<file path="config.mk">
export PLATFORM = sky130hd
export DESIGN_NAME = uart_cmd_parser_flat
export DESIGN_NICKNAME = d
export VERILOG_FILES = /design/src/rtl/uart_cmd_parser_if.sv /design/src/rtl/uart_cmd_parser.sv /design/src/flat_wrapper.sv
export SDC_FILE = /design/constraint.sdc
export NUM_CORES = 1
export LEC_CHECK = 0
export CAP_MARGIN = 5
export CORE_ASPECT_RATIO = 0.5
export CORE_MARGIN = 4
export CORE_UTILIZATION = 40
export CTS_CLUSTER_SIZE = 40
export DETAILED_ROUTE_END_ITERATION = 16
export GPL_TIMING_DRIVEN = 0
export PLACE_DENSITY = 0.69
export SETUP_SLACK_MARGIN = 0.3
export SYNTH_ARGS = -nofsm -noshare
export SYNTH_HDL_FRONTEND = slang
export SYNTH_SLANG_ARGS = --single-unit
export TNS_END_PERCENT = 10
</file>
<file path="constraint.sdc">
create_clock -name iClk -period 2.3 [get_ports iClk]
set_input_delay 0.69 -clock iClk [delete_from_list [all_inputs] [get_ports iClk]]
set_output_delay 0.69 -clock iClk [all_outputs]
set_load 0.01 [all_outputs]
</file>
<file path="src/rtl/uart_cmd_parser_if.sv">
// UART command parser bus: RX byte strobe in, echo and report/error pulses out.
interface uart_cmd_parser_if;
    logic [7:0] iRxData;
    logic       iRxValid;
    logic [7:0] oLoopData;
    logic       oLoopValid;
    logic       oReqWatchReport;
    logic       oReqSr04Report;
    logic       oReqTempReport;
    logic       oReqHumReport;
    logic       oCmdError;

    // Side that feeds received bytes and consumes the decoder results.
    modport master (
        output iRxData, iRxValid,
        input  oLoopData, oLoopValid,
        input  oReqWatchReport, oReqSr04Report, oReqTempReport, oReqHumReport, oCmdError
    );

    // The parser itself.
    modport slave (
        input  iRxData, iRxValid,
        output oLoopData, oLoopValid,
        output oReqWatchReport, oReqSr04Report, oReqTempReport, oReqHumReport, oCmdError
    );
endinterface

</file>
<file path="src/rtl/uart_cmd_parser.sv">
// Line-based ASCII command decoder. Echoes every RX byte, buffers one line,
// matches WATCH / SR04 / TEMP / HUM case-insensitively and pulses a report
// request, or an error for an unknown or overlong line.
module uart_cmd_parser #(
    parameter int P_MAX_LEN = 8,
    parameter bit P_ECHO_EN = 1'b1
) (
    input logic            iClk,
    input logic            iRst,
    uart_cmd_parser_if.slave bus
);

    localparam int LW = $clog2(P_MAX_LEN + 1);
    localparam logic [LW-1:0] MAX_LEN = LW'(P_MAX_LEN);

    typedef enum logic [1:0] {
        ST_COLLECT = 2'd0,
        ST_DISCARD = 2'd1,
        ST_DECODE  = 2'd2
    } state_t;

    state_t        rState;
    logic [LW-1:0] rLen;
    logic [7:0]    rBuf [P_MAX_LEN];
    logic          rOverflow;   // line being decoded had overflowed

    logic [7:0] rLoopData;
    logic       rLoopValid;
    logic       rReqWatch, rReqSr04, rReqTemp, rReqHum, rCmdError;

    logic [7:0] rxNorm;
    logic       isTerm, isBs;
    logic       hitWatch, hitSr04, hitTemp, hitHum;

    // Classify the incoming byte and fold lowercase letters to uppercase.
    always_comb begin
        rxNorm = bus.iRxData;
        if (bus.iRxData >= 8'h61 && bus.iRxData <= 8'h7A)
            rxNorm = bus.iRxData & 8'hDF;
        isTerm = (bus.iRxData == 8'h0D) || (bus.iRxData == 8'h0A);
        isBs   = (bus.iRxData == 8'h08) || (bus.iRxData == 8'h7F);
    end

    // Keyword matches against the buffered line; length must match exactly.
    always_comb begin
        hitWatch = (rLen == LW'(5)) && rBuf[0] == "W" && rBuf[1] == "A" &&
                   rBuf[2] == "T" && rBuf[3] == "C" && rBuf[4] == "H";
        hitSr04  = (rLen == LW'(4)) && rBuf[0] == "S" && rBuf[1] == "R" &&
                   rBuf[2] == "0" && rBuf[3] == "4";
        hitTemp  = (rLen == LW'(4)) && rBuf[0] == "T" && rBuf[1] == "E" &&
                   rBuf[2] == "M" && rBuf[3] == "P";
        hitHum   = (rLen == LW'(3)) && rBuf[0] == "H" && rBuf[1] == "U" &&
                   rBuf[2] == "M";
    end

    // Echo every sampled byte one cycle later.
    always_ff @(posedge iClk or posedge iRst) begin
        if (iRst) begin
            rLoopData  <= 8'h00;
            rLoopValid <= 1'b0;
        end else begin
            rLoopValid <= bus.iRxValid & P_ECHO_EN;
            if (bus.iRxValid)
                rLoopData <= bus.iRxData;
        end
    end

    // Line collection / discard / decode state machine with registered pulses.
    always_ff @(posedge iClk or posedge iRst) begin
        if (iRst) begin
            rState    <= ST_COLLECT;
            rLen      <= '0;
            rOverflow <= 1'b0;
            rReqWatch <= 1'b0;
            rReqSr04  <= 1'b0;
            rReqTemp  <= 1'b0;
            rReqHum   <= 1'b0;
            rCmdError <= 1'b0;
            for (int i = 0; i < P_MAX_LEN; i++)
                rBuf[i] <= 8'h00;
        end else begin
            rReqWatch <= 1'b0;
            rReqSr04  <= 1'b0;
            rReqTemp  <= 1'b0;
            rReqHum   <= 1'b0;
            rCmdError <= 1'b0;
            case (rState)
                ST_COLLECT: begin
                    if (bus.iRxValid) begin
                        if (isTerm) begin
                            // Empty lines (e.g. the LF of a CR LF pair) are ignored.
                            if (rLen != '0)
                                rState <= ST_DECODE;
                        end else if (isBs) begin
                            if (rLen != '0)
                                rLen <= rLen - LW'(1);
                        end else if (rLen == MAX_LEN) begin
                            rState <= ST_DISCARD;
                        end else begin
                            for (int i = 0; i < P_MAX_LEN; i++)
                                if (rLen == LW'(i))
                                    rBuf[i] <= rxNorm;
                            rLen <= rLen + LW'(1);
                        end
                    end
                end
                ST_DISCARD: begin
                    // Reuse the decode cycle so the error lands with the same
                    // latency as a normal decode result.
                    if (bus.iRxValid && isTerm) begin
                        rOverflow <= 1'b1;
                        rState    <= ST_DECODE;
                    end
                end
                ST_DECODE: begin
                    if (rOverflow)     rCmdError <= 1'b1;
                    else if (hitWatch) rReqWatch <= 1'b1;
                    else if (hitSr04)  rReqSr04  <= 1'b1;
                    else if (hitTemp)  rReqTemp  <= 1'b1;
                    else if (hitHum)   rReqHum   <= 1'b1;
                    else               rCmdError <= 1'b1;
                    rOverflow <= 1'b0;
                    rLen      <= '0;
                    rState    <= ST_COLLECT;
                    // A byte landing here starts the next line; terminators and
                    // backspaces on an empty line have no effect.
                    if (bus.iRxValid && !isTerm && !isBs) begin
                        rBuf[0] <= rxNorm;
                        rLen    <= LW'(1);
                    end
                end
                default: rState <= ST_COLLECT;
            endcase
        end
    end

    assign bus.oLoopData       = rLoopData;
    assign bus.oLoopValid      = rLoopValid;
    assign bus.oReqWatchReport = rReqWatch;
    assign bus.oReqSr04Report  = rReqSr04;
    assign bus.oReqTempReport  = rReqTemp;
    assign bus.oReqHumReport   = rReqHum;
    assign bus.oCmdError       = rCmdError;

endmodule

</file>
<file path="src/flat_wrapper.sv">
// flat-port wrapper written by rule: the top's interface ports become plain ports
module uart_cmd_parser_flat 
#(
    parameter int P_MAX_LEN = 8,
    parameter bit P_ECHO_EN = 1'b1
)
  (iClk, iRst, bus_iRxData, bus_iRxValid, bus_oLoopData, bus_oLoopValid, bus_oReqWatchReport, bus_oReqSr04Report, bus_oReqTempReport, bus_oReqHumReport, bus_oCmdError);
  uart_cmd_parser_if bus_i ();
  input logic iClk;
  input logic iRst;
  input wire logic [$bits(bus_i.iRxData)-1:0] bus_iRxData;
  input wire logic [$bits(bus_i.iRxValid)-1:0] bus_iRxValid;
  output wire logic [$bits(bus_i.oLoopData)-1:0] bus_oLoopData;
  output wire logic [$bits(bus_i.oLoopValid)-1:0] bus_oLoopValid;
  output wire logic [$bits(bus_i.oReqWatchReport)-1:0] bus_oReqWatchReport;
  output wire logic [$bits(bus_i.oReqSr04Report)-1:0] bus_oReqSr04Report;
  output wire logic [$bits(bus_i.oReqTempReport)-1:0] bus_oReqTempReport;
  output wire logic [$bits(bus_i.oReqHumReport)-1:0] bus_oReqHumReport;
  output wire logic [$bits(bus_i.oCmdError)-1:0] bus_oCmdError;
  assign bus_i.iRxData = bus_iRxData;
  assign bus_i.iRxValid = bus_iRxValid;
  assign bus_oLoopData = bus_i.oLoopData;
  assign bus_oLoopValid = bus_i.oLoopValid;
  assign bus_oReqWatchReport = bus_i.oReqWatchReport;
  assign bus_oReqSr04Report = bus_i.oReqSr04Report;
  assign bus_oReqTempReport = bus_i.oReqTempReport;
  assign bus_oReqHumReport = bus_i.oReqHumReport;
  assign bus_oCmdError = bus_i.oCmdError;
  uart_cmd_parser #(.P_MAX_LEN(P_MAX_LEN), .P_ECHO_EN(P_ECHO_EN)) u_core (.iClk(iClk), .iRst(iRst), .bus(bus_i));
endmodule
</file>
* Yosys cells after proc, flatten, opt, wreduce, memory -nomap -nowiden
Index checks and enable logic that the tools add are counted.
Word-level totals: flip-flop bits (word level) 85, bits in latches 0, RAM bits 0, bits in read-only memories 0, output and inout bits 14, word-level logic and storage cells 161, memories 0
Cells by class: $add $sub $neg 2, multipliers 0, div/mod/pow operators 0, $lt $le $gt $ge 2, equality and inequality tests 41, shifts and indexed selects 0, muxes and demuxes 55, bitwise logic cells 3, reduce and logical (&&, ||, !) cells 40
Operators with widths (count):
- $mux W64 | 4
- $eq A8 B7 Y1 const B | 14
- $mux W8 | 9
- $reduce_and A6 Y1 | 7
- $mux W1 | 26
- $eq A8 B4 Y1 const B | 3
- $logic_and A1 B1 Y1 | 20
- $mux W4 | 5
- $eq A4 B3 Y1 const B | 4
- $eq A8 B6 Y1 const B | 2
- $pmux W8 S2 | 1
- $mux W2 | 6
- $reduce_and A5 Y1 | 2
- $eq A4 B2 Y1 const B | 2
- $ge A8 B7 Y1 const B | 1
- $le A8 B7 Y1 const B | 1
- $ne A2 B2 Y1 const B | 4
- $pmux W4 S2 | 1
- $reduce_and A7 Y1 | 1
- $mux W6 | 1
- $ne A2 B1 Y1 const B | 3
- $ne A3 B2 Y1 const B | 2
- $ne A3 B3 Y1 const B | 2
- $add A4 B1 Y4 const B | 1
- 16 further kinds | 21

* Logic depth before layout (Yosys ltp)
Gate-level depths: netlist (run 1).
word-level depth 10, depth in mapped cells 7

* Worst setup path before layout (run 1)
OpenSTA, ideal clock, no wires.
path kind input to register, start point input bus_iRxData[4], end point register u_core.rBuf[56] (netlist bit), library setup time 0.125 ns, data arrival time 2.442 ns, required time 2.175 ns, path slack -0.267 ns, cell stages on the path 7, path buffers 2, cells stage by stage buf_6 > or4b_4 > nor4_4 > nor3_2 > a41o_1 > buf_6 > mux2_4
On the way: cells in the longest elaborated chain, start to end 7, elaborated cells between the ends (all ways) 14, those cells by class 7 x eq/ne; 7 x reduce/logical
Ends and longest elaborated chain:
- start, declared | RTL line flat_wrapper.sv:11 | input wire logic [$bits(bus_i.iRxData)-1:0] bus_iRxData;
- $eq A8 B4 Y1 | RTL line uart_cmd_parser.sv:40 | isTerm = (bus.iRxData == 8'h0D) || (bus.iRxData == 8'h0A);
- $logic_or A1 B1 Y1 | RTL line uart_cmd_parser.sv:40
- $logic_not A1 Y1 | RTL line uart_cmd_parser.sv:127 | if (bus.iRxValid && !isTerm && !isBs) begin
- $logic_and A1 B1 Y1 (2 in a row) | RTL line uart_cmd_parser.sv:127
- $ne A2 B1 Y1 (no source line)
- $reduce_and A7 Y1 (no source line) *
- end signal, assigned by index | RTL line uart_cmd_parser.sv:102 | rBuf[i] <= rxNorm;
- end, declared | RTL line uart_cmd_parser.sv:24 | logic [7:0] rBuf [P_MAX_LEN];
Mark *: on every way between the ends. The rest lies on a longest branch, timed or not. A chain may end at the register's enable or synchronous reset.

* Worst setup path after layout (run 1)
start point input bus_iRxData[4], end point register u_core.rBuf[58] (netlist bit)
Same word-level chain as after synthesis.

==> metrics, run 1 <==
result of the run=finished clean; clk sink count=61; Final Cycle Share=0.949; initial antenna violation count=0; clock latency reported for the late side of the worst-skew pair=0.32 ns; total iterations of the first detailed-routing run=4; setup repair after global routing missed its margin=true; path type of the worst min-delay path=flop to flop; total congestion overflow=0; Starting DRT DRC Count=172; starting utilization of the core area=0.419; Critical Path AT=2.38 ns; number of placed I/O pins=25; share of synthesized registers carrying an async set or reset=1.00; fin. max-slew vios=0; count of yosys warnings during synthesis=0; Placeable Area=7430 sq um; transition time at the pin with the least slew margin=0.621 ns; static leakage=1.76 nW; number of buffers inserted for hold repair after clock tree synthesis=0; peak fanout along the critical path=8; core occupancy in the finished layout=0.544; Mapped Nets=271; Crit Path Category=input port to flop; M1 GR Usage=0.231; power density of the placed cells=982 nW/um^2; Synth Flop Type=dfrtp_1; worst vdd ir=0.378 mV; number of design rule violations left after detail routing=0; die width=133 um; first-pass GRT wire length=12500 um; gate count of the mapped netlist=256; number of buffers inserted by port buffering=22; Setup-failing EPs final=0; via total after detailed routing=2288; die span in y=70.4 um; critical path startpoint category=input port; post-DR vias/cell=5.61; # Max-Cap Violations=0; met2 Usage GRT=0.272; DIE AREA=9340 sq um; clock period minus final worst setup slack=2.18 ns; distinct cell type count of the synthesized netlist=56; CTS HTree Levels=3; total half-perimeter wirelength after legalization and detailed placement=5000 um; Wirelength per Cell=18.5 um; synthesis-to-finish area growth=30.0%; GRT Total Usage=0.173; endpoint class of the critical path=flop; final instance count without filler cells=408; sequential share of the synthesized area=0.491; Placed Cells incl. Taps=375; Post-DRT Antenna Nets=0; Layout Skew=0.00751 ns; number of buffers added by the clock tree synthesis step=9; final net count=322; share of final-layout standard cells stronger than drive strength 1=0.388; count of antenna diodes in the layout=0; Most Crowded Layer GR=met2; data required time of the critical path=2.50 ns; clock tree from TritonCTS=done; deepest clock path buffer count=2; cell at the root of the clock tree=clkbuf_16; pin count of the biggest net entering global routing=46; number of flops mapped to enable cells by yosys=0; max-slew headroom at the worst pin=0.586; Mapped Avg Cell Area=12.2 sq um; final weighted congestion in routability-driven placement=0.859; Final Hold Vio Count=0; post-detailed-routing wire length=7550 um; via count of the first global-routing pass=2328; met3 Resource Use GR=0.0475; synthesis-stage register bit count=61; standard-cell row count=22; area of the mapped netlist=3110 sq um; clock slew at the register clock pins of the worst setup and hold paths=0.05 ns; maximum operating frequency=0.458 GHz
cell usage in the layout (no fill, tap or decap), types with 3 or more instances in the layout:
master           netlist  routed
buf_12                 0       4
nor3_1                 7       7
nand3b_1               4       4
mux2i_1                3       3
ha_1                   4       3
nand4b_1               4       4
nand4_1                3       3
nor4b_1                5       5
buf_6                  2       3
nor2_1                 7       6
inv_1                  7       6
clkbuf_1               9       5
dfrtp_1               61      61
clkbuf_8               0       3
mux2_4                 8      16
nand2_1                9       9
nand3_1                7       7
mux2_2                40      32
or4b_2                 4       4
clkdlybuf4s50_1        0      15
buf_4                  0      17
nor4_1                 8       7
clkinvlp_4             0       3
nor4bb_1               3       3
buf_2                  4       4
a21oi_1                4       4
clkbuf_16              0       9
nand2b_1               7       5
kinds of logic (layout without fill, tap and decap cells):
kind of cell,count (synthesis),after routing,synth area share
adder cells (fa/ha/maj),4,4,0.0161
flip-flops,61,61,0.491
AO/OA/AOI/OAI,24,24,0.0571
multiplexers,51,51,0.193
buffers and inverters,23,79,0.0342
AND/OR/NAND/NOR,92,92,0.206
XOR/XNOR,1,1,0.00282
where the power goes:
| part | leakage, nW | total [W] | internal (W) | switching (W) |
|---|---|---|---|---|
| sequential | 0.775 | 0.00168 | 0.00142 | 0.000259 |
| clock | 0.122 | 0.00120 | 0.000730 | 0.000472 |
| combinational | 0.866 | 0.00109 | 0.000630 | 0.000457 |
cell usage after synthesis (2+ instances only):
| cell type | count | area (sq um) |
|---|---|---|
| a2111oi_0 | 2 | 17.5 |
| a21boi_0 | 2 | 15.0 |
| a21oi_1 | 4 | 20.0 |
| a31oi_1 | 2 | 12.5 |
| and2_1 | 2 | 12.5 |
| and3b_1 | 3 | 26.3 |
| buf_2 | 4 | 20.0 |
| buf_6 | 2 | 22.5 |
| clkbuf_1 | 9 | 33.8 |
| dfrtp_1 | 61 | 1530 |
| ha_1 | 4 | 50.1 |
| inv_1 | 7 | 26.3 |
| mux2_2 | 40 | 450 |
| mux2_4 | 8 | 120 |
| mux2i_1 | 3 | 30.0 |
| nand2_1 | 9 | 33.8 |
| nand2b_1 | 7 | 43.8 |
| nand3_1 | 7 | 35.0 |
| nand3b_1 | 4 | 30.0 |
| nand4_1 | 3 | 18.8 |
| nand4b_1 | 4 | 35.0 |
| nor2_1 | 7 | 26.3 |
| nor3_1 | 7 | 35.0 |
| nor3b_1 | 2 | 15.0 |
| nor4_1 | 8 | 50.1 |
| nor4b_1 | 5 | 43.8 |
| nor4bb_1 | 3 | 30.0 |
| o211ai_1 | 2 | 15.0 |
| o21ai_0 | 3 | 15.0 |
| or3_1 | 2 | 12.5 |
| or3b_2 | 2 | 17.5 |
| or4b_2 | 4 | 40.0 |
registers in the layout (all words and copies together) (netlist names), 2 cells and up:
name / flops
u_core.bus.oLoopData: 8
u_core.rBuf: 40
u_core.rLen: 4
u_core.rState: 2
metrics by stage:
stage / setup slack [ns] / TNS (ns) / total power (W) / hold WS, ns / cell area (sq um)
2_1_floorplan: -0.223 / -6.59 / 0.00235 / 0.471 / 3120
3_3_place_gp: -0.999 / -93.91 / 0.00259 / 0.480 / 3460
3_5_place_dp: -1.02 / -43.50 / 0.00265 / 0.485 / 3480
4_1_cts: 0.154 / 0 / 0.00397 / 0.504 / 4020
5_1_grt: 0.0541 / 0 / 0.00418 / 0.517 / 4050
6_report: 0.118 / 0 / 0.00397 / 0.507 / 4050
worst max-delay path, cell delays in order:
cell,delay (ns)
buf_12,0.10
or4b_4,0.57
nor4_4,0.26
nor3_2,0.10
a41o_1,0.20
buf_6,0.15
mux2_4,0.30
per-layer routing:
metal,vias to the layer above,share of wire,wire (um)
met4,0,0.0057,43
li1,1066,-,-
met3,4,0.062,467
met5,-,0,0
met1,1143,0.46,3500
met2,75,0.47,3540
final cells by class:
cell class                      count  area, sq um
Tap cell                           96          120
Fill cell                         604         3390
Sequential cell                    61         1530
Inverter                            7         26.3
Multi-Input combinational cell    172         1590
Timing Repair Buffer               40          368
Clock buffer                       11          233
Buffer                             16          150
Clock inverter                      5         36.3
path summary, 6_finish.rpt:
path,cells after the start,slack (ns),startpoint,end
worst min register to register,1,0.51,u_core.rBuf[62],u_core.rBuf[62]
max in group asynchronous,3,1.08,iRst,u_core.rBuf[38]
worst max-delay path,7,0.12,bus_iRxData[4],u_core.rBuf[58]
min in group asynchronous,2,0.66,iRst,u_core.bus.oLoopData[1]
worst min-delay path,1,0.51,u_core.rBuf[62],u_core.rBuf[62]
worst max register to register,6,0.14,u_core.rState[1],u_core.rBuf[42]
timing repair:
action,CTS,global route
setup endpoints to repair,51,49
pin swaps,8,0
setup buffers,16,1
resized for setup,70,2
cloned,0,0
Note: power is estimated with default switching activity, not from simulation.
==> run 2, diff against run 1 <==
--- a/config.mk
+++ b/config.mk
@@ -14,6 +14,7 @@
 export GPL_TIMING_DRIVEN = 0
 export PLACE_DENSITY = 0.69
 export SETUP_SLACK_MARGIN = 0.3
+export SLEW_MARGIN = 15
 export SYNTH_ARGS = -nofsm -noshare
 export SYNTH_HDL_FRONTEND = slang
 export SYNTH_SLANG_ARGS = --single-unit
==> run 2 against run 1 <==
Worst setup slack improved by 0.0026 ns. Sequential cell count is the same. Core utilization increased by 1.7 points. Maximum frequency rose by 0.12%. Largest cell class unchanged. Die area unchanged. Largest power group unchanged. First-iteration DRC count up 30%.
==> metrics, run 2 (same netlist as run 1, synthesis figures left out) <==
clock period minus final worst setup slack=2.18 ns (about the same); power density of the placed cells=1040 nW/um^2 (was 982 nW/um^2); total half-perimeter wirelength after legalization and detailed placement=5000 um (about the same); final weighted congestion in routability-driven placement=0.859 (unchanged); setup repair after global routing missed its margin=true (unchanged); Final Hold Vio Count=0 (unchanged); count of antenna diodes in the layout=0 (unchanged); Placed Cells incl. Taps=374 (was 375); Register-to-Register Setup Slack=0.12 ns (was 0.14 ns); # Max-Cap Violations=0 (unchanged); most common library cell in the layout ignoring fill and taps=dfrtp_1 (unchanged); Layout Cell Area excl Fill=4170 sq um (was 4050 sq um); GRT Total Usage=0.170 (was 0.173); post-detailed-routing wire length=7920 um (was 7550 um); startpoint of the most critical setup path=u_core.rState[1] (was bus_iRxData[4]); pin count of the biggest net entering global routing=62 (was 46); max-slew headroom at the worst pin=0.512 (was 0.586); share of final-layout standard cells stronger than drive strength 1=0.405 (was 0.388); total iterations of the first detailed-routing run=4 (unchanged); result of the run=finished clean (unchanged); standard-cell row count=22 (unchanged); number of placed I/O pins=25 (unchanged); total congestion overflow=0 (unchanged); path type of the worst min-delay path=flop to flop (unchanged); synthesis-to-finish area growth=34.1% (was 30.0%); critical path startpoint category=flop (was input port); clock latency reported for the late side of the worst-skew pair=0.32 ns (about the same); number of design rule violations left after detail routing=0 (unchanged); transition time at the pin with the least slew margin=0.733 ns (was 0.621 ns); flip-flop count of the largest register after layout=40 (unchanged); FF/Latch Area=1530 sq um (unchanged); static leakage=1.83 nW (was 1.76 nW); via count of the first global-routing pass=2299 (was 2328); number of buffers added by the clock tree synthesis step=9 (unchanged); worst vdd ir=0.381 mV (was 0.378 mV); number of buffers inserted by port buffering=22 (unchanged); cell at the root of the clock tree=clkbuf_16 (unchanged); Wirelength per Cell=19.2 um (was 18.5 um); peak fanout along the critical path=9 (was 8); post-route worst setup slack=0.121 ns (was 0.118 ns); die span in y=70.4 um (unchanged); Final Cycle Share=0.947 (was 0.949); reg2reg start=u_core.rState[1] (unchanged); multi-input combinational cell area=1590 sq um (about the same); fill cell total of the finished layout=586 (was 604); Layout Skew=0.00502 ns (was 0.00751 ns); final net count=326 (was 322); area post-placement=3460 sq um (was 3480 sq um); Post-DRT Antenna Nets=0 (unchanged); clock slew at the register clock pins of the worst setup and hold paths=0.06 ns (was 0.05 ns); DIE AREA=9340 sq um (unchanged); clk sink count=61 (unchanged); die width=133 um (unchanged); deepest clock path buffer count=2 (unchanged); Setup-failing EPs final=0 (unchanged); Critical Path AT=2.38 ns (about the same); most frequent cells in the layout=61 x dfrtp_1, 30 x mux2_2, 22 x buf_4, 18 x mux2_4, 15 x clkdlybuf4s50_1 (was 61 x dfrtp_1, 32 x mux2_2, 17 x buf_4, 16 x mux2_4, 15 x clkdlybuf4s50_1); final instance count without filler cells=412 (was 408); post-DR vias/cell=5.56 (was 5.61); clock tree from TritonCTS=done (unchanged); Worst Min Path Start=u_core.rBuf[62] (unchanged); Crit Path Category=flop to flop (was input port to flop); maximum operating frequency=0.459 GHz (was 0.458 GHz); Placeable Area=7430 sq um (unchanged); Post-Place Worst Slack=-1.01 ns (was -1.02 ns); core occupancy in the finished layout=0.561 (was 0.544); setup total negative slack=0 ns (unchanged); fin. max-slew vios=0 (unchanged); first-pass GRT wire length=12300 um (was 12500 um); largest register by flop count=u_core.rBuf (unchanged); starting utilization of the core area=0.419 (unchanged); via total after detailed routing=2290 (was 2288); CTS HTree Levels=3 (unchanged); initial antenna violation count=0 (unchanged); Starting DRT DRC Count=223 (was 172); data required time of the critical path=2.50 ns (about the same); endpoint class of the critical path=flop (unchanged)
run 2: final timing paths:
check,end,cells past startpoint
worst min register to register,u_core.rBuf[62],1
min in group asynchronous,u_core.bus.oLoopData[6],2
max in group asynchronous,u_core.rBuf[24],2
worst max register to register,u_core.rBuf[52],6
worst max-delay path,u_core.rBuf[52],6
worst min-delay path,u_core.rBuf[62],1
run 2: report_power, final:
group          total, W  leakage [nW]  switching, W  internal (W)
logic           0.00117         0.891      0.000472      0.000696
registers       0.00170         0.775      0.000277       0.00142
clock network   0.00148         0.159      0.000498      0.000984
total           0.00435          1.83       0.00125       0.00310
run 2: area by class of cell:
cell class	instances	share of cell area
Sequential cell	61	0.366
Tap cell	96	0.0288
Clock buffer	10	0.0573
Timing Repair Buffer	44	0.0984
Multi-Input combinational cell	172	0.382
Buffer	16	0.0387
Clock inverter	6	0.0225
Inverter	7	0.00690
run 2: metrics by stage:
| stage | total power, W | hold WS [ns] |
|---|---|---|
| detailed placement | 0.00265 | 0.485 |
| finish | 0.00435 | 0.501 |
| floorplan | 0.00235 | 0.471 |
| global placement | 0.00259 | 0.480 |
| global route | 0.00454 | 0.517 |
| CTS | 0.00426 | 0.503 |
run 2: per-layer routing:
layer	up-vias	global-route usage	share of wire
li1	1068	-	-
met1	1153	0.221	0.46
met2	56	0.274	0.47
met3	13	0.0532	0.055
met4	0	0.0507	0.015
met5	-	0	0
run 2: timing repair:
action                                  CTS  global route
hold buffers                              0             0
pin swaps                                10             5
buffers inserted                         17             5
resized for setup                        75            12
endpoints found under the setup margin   51            49
run 2: worst max-delay path: stages, from the launching register on:
cell and delay (ns):
dfrtp_1 0.36, buf_4 0.16, or3_4 0.39, a2111oi_4 0.39, and3b_1 0.24, buf_6 0.17, mux2_2 0.35
==> run 3, diff against run 2 <==
--- a/config.mk
+++ b/config.mk
@@ -5,7 +5,7 @@
 export SDC_FILE = /design/constraint.sdc
 export NUM_CORES = 1
 export LEC_CHECK = 0
-export CAP_MARGIN = 5
+export CAP_MARGIN = 0
 export CORE_ASPECT_RATIO = 0.5
 export CORE_MARGIN = 4
 export CORE_UTILIZATION = 40
==> results of run 3 <==
Same layout as run 2: the final DEF is identical, and so are final timing and power.
